## config.mk

```make
export PLATFORM = sky130hd
export DESIGN_NAME = rectangle128_keysched_flat
export DESIGN_NICKNAME = d
export VERILOG_FILES = /design/src/rtl/rectangle128_keysched_if.sv /design/src/rtl/rectangle128_keysched.sv /design/src/flat_wrapper.sv
export SDC_FILE = /design/constraint.sdc
export NUM_CORES = 2
export LEC_CHECK = 0
export CAP_MARGIN = 10
export CORE_ASPECT_RATIO = 2
export CORE_MARGIN = 1.5
export CORE_UTILIZATION = 55
export CTS_BUF_LIST = sky130_fd_sc_hd__clkbuf_16
export DETAILED_ROUTE_END_ITERATION = 6
export MAX_ROUTING_LAYER = met4
export PLACE_DENSITY = 0.75
export SETUP_SLACK_MARGIN = 0.3
export SYNTH_ARGS = -nofsm -noshare
export SYNTH_HDL_FRONTEND = slang
export SYNTH_SLANG_ARGS = --single-unit
```

## constraint.sdc

```tcl
create_clock -name Clk -period 70.9 [get_ports Clk]
set_input_delay 7.09 -clock Clk [delete_from_list [all_inputs] [get_ports Clk]]
set_output_delay 7.09 -clock Clk [all_outputs]
set_load 0.005 [all_outputs]
```

## src/rtl/rectangle128_keysched_if.sv

```systemverilog
// Key-schedule bus between the RECTANGLE128 round core and its key feeder.
// Carries start/key load, round-key read address/data and status.
interface rectangle128_keysched_if #(
  parameter int AW = 5
);
  logic          Start;
  logic [127:0]  masterKey;
  logic [AW-1:0] RAddr;
  logic [63:0]   roundKey;
  logic          skey_ready;
  logic          busy;

  modport master (
    output Start, masterKey, RAddr,
    input  roundKey, skey_ready, busy
  );

  modport slave (
    input  Start, masterKey, RAddr,
    output roundKey, skey_ready, busy
  );
endinterface

```

## src/rtl/rectangle128_keysched.sv

```systemverilog
// RECTANGLE128 key expansion: 128-bit master key -> 26 x 64-bit round keys.
// Optional macro RECTANGLE128_KEY_ZEROIZE_EN clears key material after use.
module rectangle128_keysched #(
  parameter int NUM_RK = 26,
  parameter int AW     = 5
) (
  input logic Clk,
  input logic Rst,
  rectangle128_keysched_if.slave bus
);

  typedef enum logic [1:0] {
    IDLE,
    EXPAND,
    DONE
  } state_t;

  state_t        state_q, state_d;
  logic [AW-1:0] cnt_q, cnt_d;
  logic [4:0]    rc_q, rc_d;
  logic [127:0]  key_q, key_d;
  logic [63:0]   rk_q [NUM_RK];
  logic [63:0]   rk_d [NUM_RK];
  logic          skey_ready_q, skey_ready_d;
  logic          busy_q, busy_d;

  function automatic logic [3:0] sbox(input logic [3:0] x);
    logic [3:0] y;
    unique case (x)
      4'h0: y = 4'h6;
      4'h1: y = 4'h5;
      4'h2: y = 4'hC;
      4'h3: y = 4'hA;
      4'h4: y = 4'h1;
      4'h5: y = 4'hE;
      4'h6: y = 4'h7;
      4'h7: y = 4'h9;
      4'h8: y = 4'hB;
      4'h9: y = 4'h0;
      4'hA: y = 4'h3;
      4'hB: y = 4'hD;
      4'hC: y = 4'h8;
      4'hD: y = 4'hF;
      4'hE: y = 4'h4;
      default: y = 4'h2;
    endcase
    return y;
  endfunction

  // One key-state round: S-box on low 8 columns, row mix, rc injection.
  function automatic logic [127:0] key_update(
    input logic [127:0] k,
    input logic [4:0]   rc
  );
    logic [31:0] r0, r1, r2, r3;
    logic [31:0] n0, n3;
    logic [3:0]  s;
    r0 = k[31:0];
    r1 = k[63:32];
    r2 = k[95:64];
    r3 = k[127:96];
    for (int j = 0; j < 8; j++) begin
      s = sbox({r3[j], r2[j], r1[j], r0[j]});
      r0[j] = s[0];
      r1[j] = s[1];
      r2[j] = s[2];
      r3[j] = s[3];
    end
    n0 = {r0[23:0], r0[31:24]} ^ r1;
    n0[4:0] = n0[4:0] ^ rc;
    n3 = {r3[15:0], r3[31:16]} ^ r0;
    return {n3, r3, r2, n0};
  endfunction

  // Next-state logic for the FSM, key state and round-key file.
  always_comb begin
    state_d      = state_q;
    cnt_d        = cnt_q;
    rc_d         = rc_q;
    key_d        = key_q;
    rk_d         = rk_q;
    skey_ready_d = skey_ready_q;
    busy_d       = busy_q;
    unique case (state_q)
      IDLE, DONE: begin
        if (bus.Start) begin
`ifdef RECTANGLE128_KEY_ZEROIZE_EN
          if (state_q == DONE) begin
            for (int i = 0; i < NUM_RK; i++) begin
              rk_d[i] = '0;
            end
          end
`endif
          key_d        = bus.masterKey;
          cnt_d        = '0;
          rc_d         = 5'h01;
          skey_ready_d = 1'b0;
          busy_d       = 1'b1;
          state_d      = EXPAND;
        end
      end
      EXPAND: begin
        rk_d[cnt_q] = {key_q[111:96], key_q[79:64],
                       key_q[47:32], key_q[15:0]};
        key_d = key_update(key_q, rc_q);
        rc_d  = {rc_q[3:0], rc_q[4] ^ rc_q[2]};
        cnt_d = cnt_q + 1'b1;
        if (cnt_q == AW'(NUM_RK - 1)) begin
`ifdef RECTANGLE128_KEY_ZEROIZE_EN
          key_d = '0;
          rc_d  = '0;
`endif
          skey_ready_d = 1'b1;
          busy_d       = 1'b0;
          state_d      = DONE;
        end
      end
      default: state_d = IDLE;
    endcase
  end

  // State registers; reset clears everything immediately.
  always_ff @(posedge Clk or posedge Rst) begin
    if (Rst) begin
      state_q      <= IDLE;
      cnt_q        <= '0;
      rc_q         <= 5'h01;
      key_q        <= '0;
      skey_ready_q <= 1'b0;
      busy_q       <= 1'b0;
      for (int i = 0; i < NUM_RK; i++) begin
        rk_q[i] <= '0;
      end
    end else begin
      state_q      <= state_d;
      cnt_q        <= cnt_d;
      rc_q         <= rc_d;
      key_q        <= key_d;
      skey_ready_q <= skey_ready_d;
      busy_q       <= busy_d;
      rk_q         <= rk_d;
    end
  end

  // Zero-latency read; addresses past the last key return zero.
  always_comb begin
    bus.roundKey = '0;
    if (bus.RAddr < AW'(NUM_RK)) begin
      bus.roundKey = rk_q[bus.RAddr];
    end
  end

  assign bus.skey_ready = skey_ready_q;
  assign bus.busy       = busy_q;

endmodule

```

## src/flat_wrapper.sv

```systemverilog
// flat-port wrapper written by rule: the top's interface ports become plain ports
module rectangle128_keysched_flat 
#(
  parameter int NUM_RK = 26,
  parameter int AW     = 5
)
  (Clk, Rst, bus_Start, bus_masterKey, bus_RAddr, bus_roundKey, bus_skey_ready, bus_busy);
  rectangle128_keysched_if #(.AW(AW)) bus_i ();
  input logic Clk;
  input logic Rst;
  input wire logic [$bits(bus_i.Start)-1:0] bus_Start;
  input wire logic [$bits(bus_i.masterKey)-1:0] bus_masterKey;
  input wire logic [$bits(bus_i.RAddr)-1:0] bus_RAddr;
  output wire logic [$bits(bus_i.roundKey)-1:0] bus_roundKey;
  output wire logic [$bits(bus_i.skey_ready)-1:0] bus_skey_ready;
  output wire logic [$bits(bus_i.busy)-1:0] bus_busy;
  assign bus_i.Start = bus_Start;
  assign bus_i.masterKey = bus_masterKey;
  assign bus_i.RAddr = bus_RAddr;
  assign bus_roundKey = bus_i.roundKey;
  assign bus_skey_ready = bus_i.skey_ready;
  assign bus_busy = bus_i.busy;
  rectangle128_keysched #(.NUM_RK(NUM_RK), .AW(AW)) u_core (.Clk(Clk), .Rst(Rst), .bus(bus_i));
endmodule
```

# --- Word level (Yosys, flattened, before mapping) ---
# Memories as Yosys holds them, arrays and structs flattened.
# Index checks and enable logic that the tools add are counted.
op_classes:
  addsub: 1
  order_cmp: 4
  n_eq_ne: 5
  mux: 30
  bitwise: 6
  reduce_logical: 7
ops:
  columns: ["cell", "count"]
  rows:
  - ["bitwise mux 1664 bit", 1]
  - ["binary-select mux 64 bit (select 5 bit)", 1]
  - ["demux 64 bit (select 5 bit)", 1]
  - ["2-to-1 mux 64 bit", 4]
  - ["one-hot mux 128 bit (2 select lines)", 1]
  - ["2-to-1 mux 128 bit", 1]
  - ["XOR 32 bit", 2]
  - ["2-to-1 mux 4 bit", 8]
  - ["one-hot mux 5 bit (2 select lines)", 2]
  - [">= comparator 6 bit, second input constant", 2]
  - ["inverter 5 -> 6 bit", 2]
  - ["2-to-1 mux 5 bit", 2]
  - ["< comparator 6 x 1 -> 1 bit, second input constant", 1]
  - ["adder 5 x 1 -> 5 bit, second input constant", 1]
  - ["== test 5 bit, second input constant", 1]
  - ["< comparator 5 bit, second input constant", 1]
  - ["XOR 5 bit", 1]
  - ["2-to-1 mux 1 bit", 4]
  - ["2-to-1 mux 2 bit", 2]
  - ["one-hot mux 1 bit (2 select lines)", 2]
  - ["one-hot mux 2 bit (2 select lines)", 1]
  - ["AND reduction 2 bit", 2]
  - ["AND reduction 3 bit", 1]
  - ["== test 2 x 1 -> 1 bit, second input constant", 1]
  - ["other kinds (8)", 8]
totals:
  register_bits: 1806
  mem_bits_ro: 512
  in_bits: 136
  output_inout_bits: 66
  word_cells: 93
  n_memories: 8
memory_table:
  columns: ["memory", "words", "width", "read_ports", "rd_ports_with_merged_regs", "wr", "line", "text"]
  rows:
  - ["(name not given)", 16, 4, 1, 0, 0, "rectangle128_keysched.sv:29", "unique case (x)"]
  - ["(name not given)", 16, 4, 1, 0, 0, "rectangle128_keysched.sv:29", null]
  - ["(name not given)", 16, 4, 1, 0, 0, "rectangle128_keysched.sv:29", null]
  - ["(name not given)", 16, 4, 1, 0, 0, "rectangle128_keysched.sv:29", null]
  - ["(name not given)", 16, 4, 1, 0, 0, "rectangle128_keysched.sv:29", null]
  - ["(name not given)", 16, 4, 1, 0, 0, "rectangle128_keysched.sv:29", null]
  - ["+2 memories", null, null, null, null, null, null, null]

# --- Logic depth before layout (Yosys ltp) ---
depth:
  depth_word: 6
  depth_mapped: 9
  mapped_depth_nobuf: 7

# --- Least setup slack after synthesis ---
# No wires, ideal clock.
synth_path:
  kind: "input-to-output"
  start: "input port bus_RAddr[0]"
  end: "output port bus_roundKey[61]"
  t_arrival_ns: 8.483
  required_ns: 63.810
  setup_slack_ns: 55.327
  cell_stages: 6
  n_path_buf: 2
  cell_sequence: "buf_6 buf_2 mux4_2 a32o_1 nor3_1 o21ai_0"
synth_via:
  elab_chain_len: 5
  elab_cells_between_ends: 6
  classes_between: "order compare (1); mux (4); bitwise (1)"
synth_lines:
  columns: ["item", "line", "text"]
  rows:
  - ["start, declared", "flat_wrapper.sv:13", "input wire logic [$bits(bus_i.RAddr)-1:0] bus_RAddr;"]
  - ["inverter 5 -> 6 bit (implied by the code)", "rectangle128_keysched.sv:149", "bus.roundKey = rk_q[bus.RAddr];"]
  - ["binary-select mux 64 bit (select 5 bit)", "rectangle128_keysched.sv:149", null]
  - ["2-to-1 mux 64 bit (implied by the code) (2 in series)", "rectangle128_keysched.sv:149", null]
  - ["2-to-1 mux 64 bit *", "rectangle128_keysched.sv:148", "if (bus.RAddr < AW'(NUM_RK)) begin"]
  - ["end, declared", "flat_wrapper.sv:14", "output wire logic [$bits(bus_i.roundKey)-1:0] bus_roundKey;"]
# Every way passes the cells marked *; elsewhere a longest branch is shown, timed or not. The select of a mux whose other input is x is not followed.

# --- Worst setup path in the final report ---
layout_path:
  start: "input port bus_RAddr[0]"
  end: "output port bus_roundKey[14]"
# The elaborated chain is that of the path after synthesis.

==> flow_summary_export.csv <==
group,metric,value,unit
critical_path,path_class,"input port to primary output",
timing,fin_crit_sh,0.2782,
logic_synthesis,syn_area,83460,sq um
final_layout,layout.nets,5978,
clocking,cts_buffers,163,
clocking,clock_sink_count,1806,
critical_path,endpoint_kind,"primary output",
logic_synthesis,synth_cells,5896,
clocking,cts_resized,0,
timing,slew_viol_final,0,
timing,setup-tns-final,0,ns
routing,dr.first_iter.drc_count,4943,
die,core.rowCount,202,
clocking,h-tree-depth,4,
final_layout,syn_to_final_growth,9.207,%
global_routing,grt_max_degree,132,
logic_synthesis,synthArstFlopShare,1.000,
clocking,clk_latency,0.82,ns
placement,hpwlAfterDp,137.5,mm
critical_path,crit_path_start,"bus_RAddr[0]",
routing,drc_errors,0,
critical_path,cp_cell_sequence,"buf_8 > buf_4 > buf_4 > buf_4 > buf_4 > mux4_2 > a32o_1 > nor3_1 > o21ai_0 > clkdlybuf4s50_1",
routing,vias,52057,
global_routing,grt_usage,0.3263,
pwr,vdd_drop_max,0.00002529,V
pwr,clkPwrFrac,0.211,
global_routing,grt_pass1_vias,54231,
pwr,internal_power,2680,uW
critical_path,critPathMaxFanout,79,
timing,whs,0.4762,ns
final_layout,layout_common_cells,"1805 x dfrtp_1, 1482 x mux2_2, 366 x nand2_1",
critical_path,critPathMaxStageDelay,0.80,ns
critical_path,path_delay_family,"buffers and inverters",
die,die-area,154200,sq um
die,initial_core_util,0.5522,
clocking,path_clk_slew,0.06,ns
timing,fin_skew,0.04547,ns
logic_synthesis,yosysWarningCount,0,
pwr,power.density,44.69,nW/um^2
pwr,power_switching,1393,uW
logic_synthesis,avgSynthCellArea,14.15,sq um
die,core_area,151100,sq um
logic_synthesis,synthFlopType,"dfrtp_1",
routing,wl_per_cell,30.77,um
logic_synthesis,synth_edf_count,0,
critical_path,path_buf_inv,6,
global_routing,grt_pass1_wl,359.9,mm
routing,ant_nets,0,
logic_synthesis,ys_types,59,
min_path,min_path_type,"register to register",
clocking,post-cts-setup-buffers,0,
die,die_h,553.9,um
pwr,p_leak,0.04108,uW
timing,setup_violations,0,
timing,final-hold-violation-count,0,
timing,fin_crit,19.73,ns
placement,portBuffers,201,
logic_synthesis,ys_seq_area_frac,0.5415,
clocking,cts_root_buf,"clkbuf_16",
pwr,p_comb_frac,0.332,
routing,routed_via_density,6.618,
critical_path,crit_arrival,12.64,ns
die,dieWidth,278.4,um
final_layout,layout-drive-gt1-share,0.3713,
critical_path,critPathLaunchType,"input port",
clocking,clockBufferDepth,4,
routing,routed_wl,242.0,mm
critical_path,cp.required,63.81,ns
critical_path,r2r_start,"u_core.state_q[0]",
routing,dr.pass1.iters,7,
pwr,p_sw_frac,0.3421,
critical_path,slowest_stage,"buf_4",
placement,post_dp_cell_area,86110,sq um
final_layout,design_area,91140,sq um
timing,max_freq,50.69,MHz
final_layout,final_common_cell,"dfrtp_1",
timing,maxSlewHeadroom,0.08223,
timing,worst_slew_pin_slew,1.374,ns
flow_run,max_cap_viol_count,0,
critical_path,cpMostUsedCell,"buf_4",
clocking,cts_tree,"built",
logic_synthesis,synth_seq_cells,1806,
min_path,min_from,"u_core.rk_q[1429]",
pwr,seq_power_share,0.457,
clocking,postCtsHoldBufs,0,
logic_synthesis,syn_nets,6068,
timing,rsz0062_at_grt,"false",
die,top_level_ports,202,
placement,gp_congestion,0.8515,
global_routing,overflow,0,
run_status,status,"finished clean",
global_routing,antenna_found_initial,4,
cells in the mapped netlist (25+ instances only):
master	number	area share
a21oi_1	45	0.0027
a221o_1	32	0.0038
a22oi_1	136	0.012
a31oi_1	25	0.0019
buf_1	30	0.0013
buf_2	163	0.0098
buf_4	48	0.0043
buf_6	59	0.0080
clkbuf_1	282	0.013
dfrtp_1	1805	0.54
ha_1	36	0.0054
inv_1	33	0.0015
mux2_1	54	0.0073
mux2_2	1482	0.20
mux2i_1	332	0.040
mux4_2	308	0.083
nand2_1	375	0.017
nand3_1	27	0.0016
nor2_1	115	0.0052
o211ai_1	29	0.0026
o21ai_0	228	0.014
xnor2_1	68	0.0071
cell type report:
| cell class | count | area, sq um |
|---|---|---|
| Multi-Input combinational cell | 3471 | 35350 |
| Timing Repair Buffer | 330 | 3023 |
| Fill cell | 11406 | 60000 |
| Clock buffer | 166 | 4154 |
| Tap cell | 1938 | 2425 |
| Clock inverter | 116 | 839.6 |
| Sequential cell | 1806 | 45190 |
| Antenna cell | 5 | 12.51 |
| Inverter | 34 | 140.1 |
flip-flops by register name, indices dropped and copies added (netlist names):
name	count
u_core.bus.skey_ready	1
u_core.bus.busy	1
u_core.rk_q	1664
u_core.state_q	2
u_core.rc_q	5
u_core.key_q	128
u_core.cnt_q	5
worst min-delay path, cell delays in order, from the launching register on:
cell and delay, ns:
dfrtp_1 0.34, nand2_1 0.04, o21ai_0 0.06
power groups by stage:
stage          logic [uW]  clock network [uW]  registers (uW)
2_1_floorplan        1080                   0            1700
3_3_place_gp         1290                   0            1830
3_5_place_dp         1340                   0            1860
4_1_cts              1350                 867            1850
5_1_grt              1450                 904            1910
6_report             1350                 859            1860
per-layer routing:
layer / track usage / part of all wire / up-vias
met5: - / 0 / -
met3: 0.04771 / 0.071 / 608
met1: 0.4125 / 0.39 / 28120
met2: 0.5260 / 0.49 / 2176
li1: - / - / 21153
met4: 0.1420 / 0.049 / 0
final timing paths:
path                                     end  slack [ns]  cells after the start
hold / removal             u_core.rk_q[1429]        0.48                      2
setup reg to reg            u_core.rk_q[731]       66.46                      7
setup / recovery            bus_roundKey[14]       51.17                     10
max in group asynchronous   u_core.rk_q[392]       59.80                      6
hold reg to reg            u_core.rk_q[1429]        0.48                      2
min in group asynchronous    u_core.rk_q[10]        6.78                      2
logic make-up after synthesis:
family,share of synthesized area
adders and majority gates,0.005397
AOI/OAI and AO/OA,0.04721
and+or+nand+nor,0.02861
xor gates and xnor gates,0.009025
DFF,0.5415
muxes,0.3302
buffers and inverters,0.03804
per-stage QoR:
stage | std cells | power [uW] | utilization | setup WS (ns)
2_1_floorplan | 5896 | 2780 | - | 12.82
3_3_place_gp | 7578 | 3121 | 0.5697 | 51.07
3_5_place_dp | 7578 | 3207 | 0.5697 | 51.07
4_1_cts | 7860 | 4062 | 0.6028 | 51.08
5_1_grt | 7864 | 4263 | 0.6030 | 50.80
6_report | 7866 | 4073 | 0.6030 | 51.17
No activity file was read; power rests on OpenSTA's default activity.
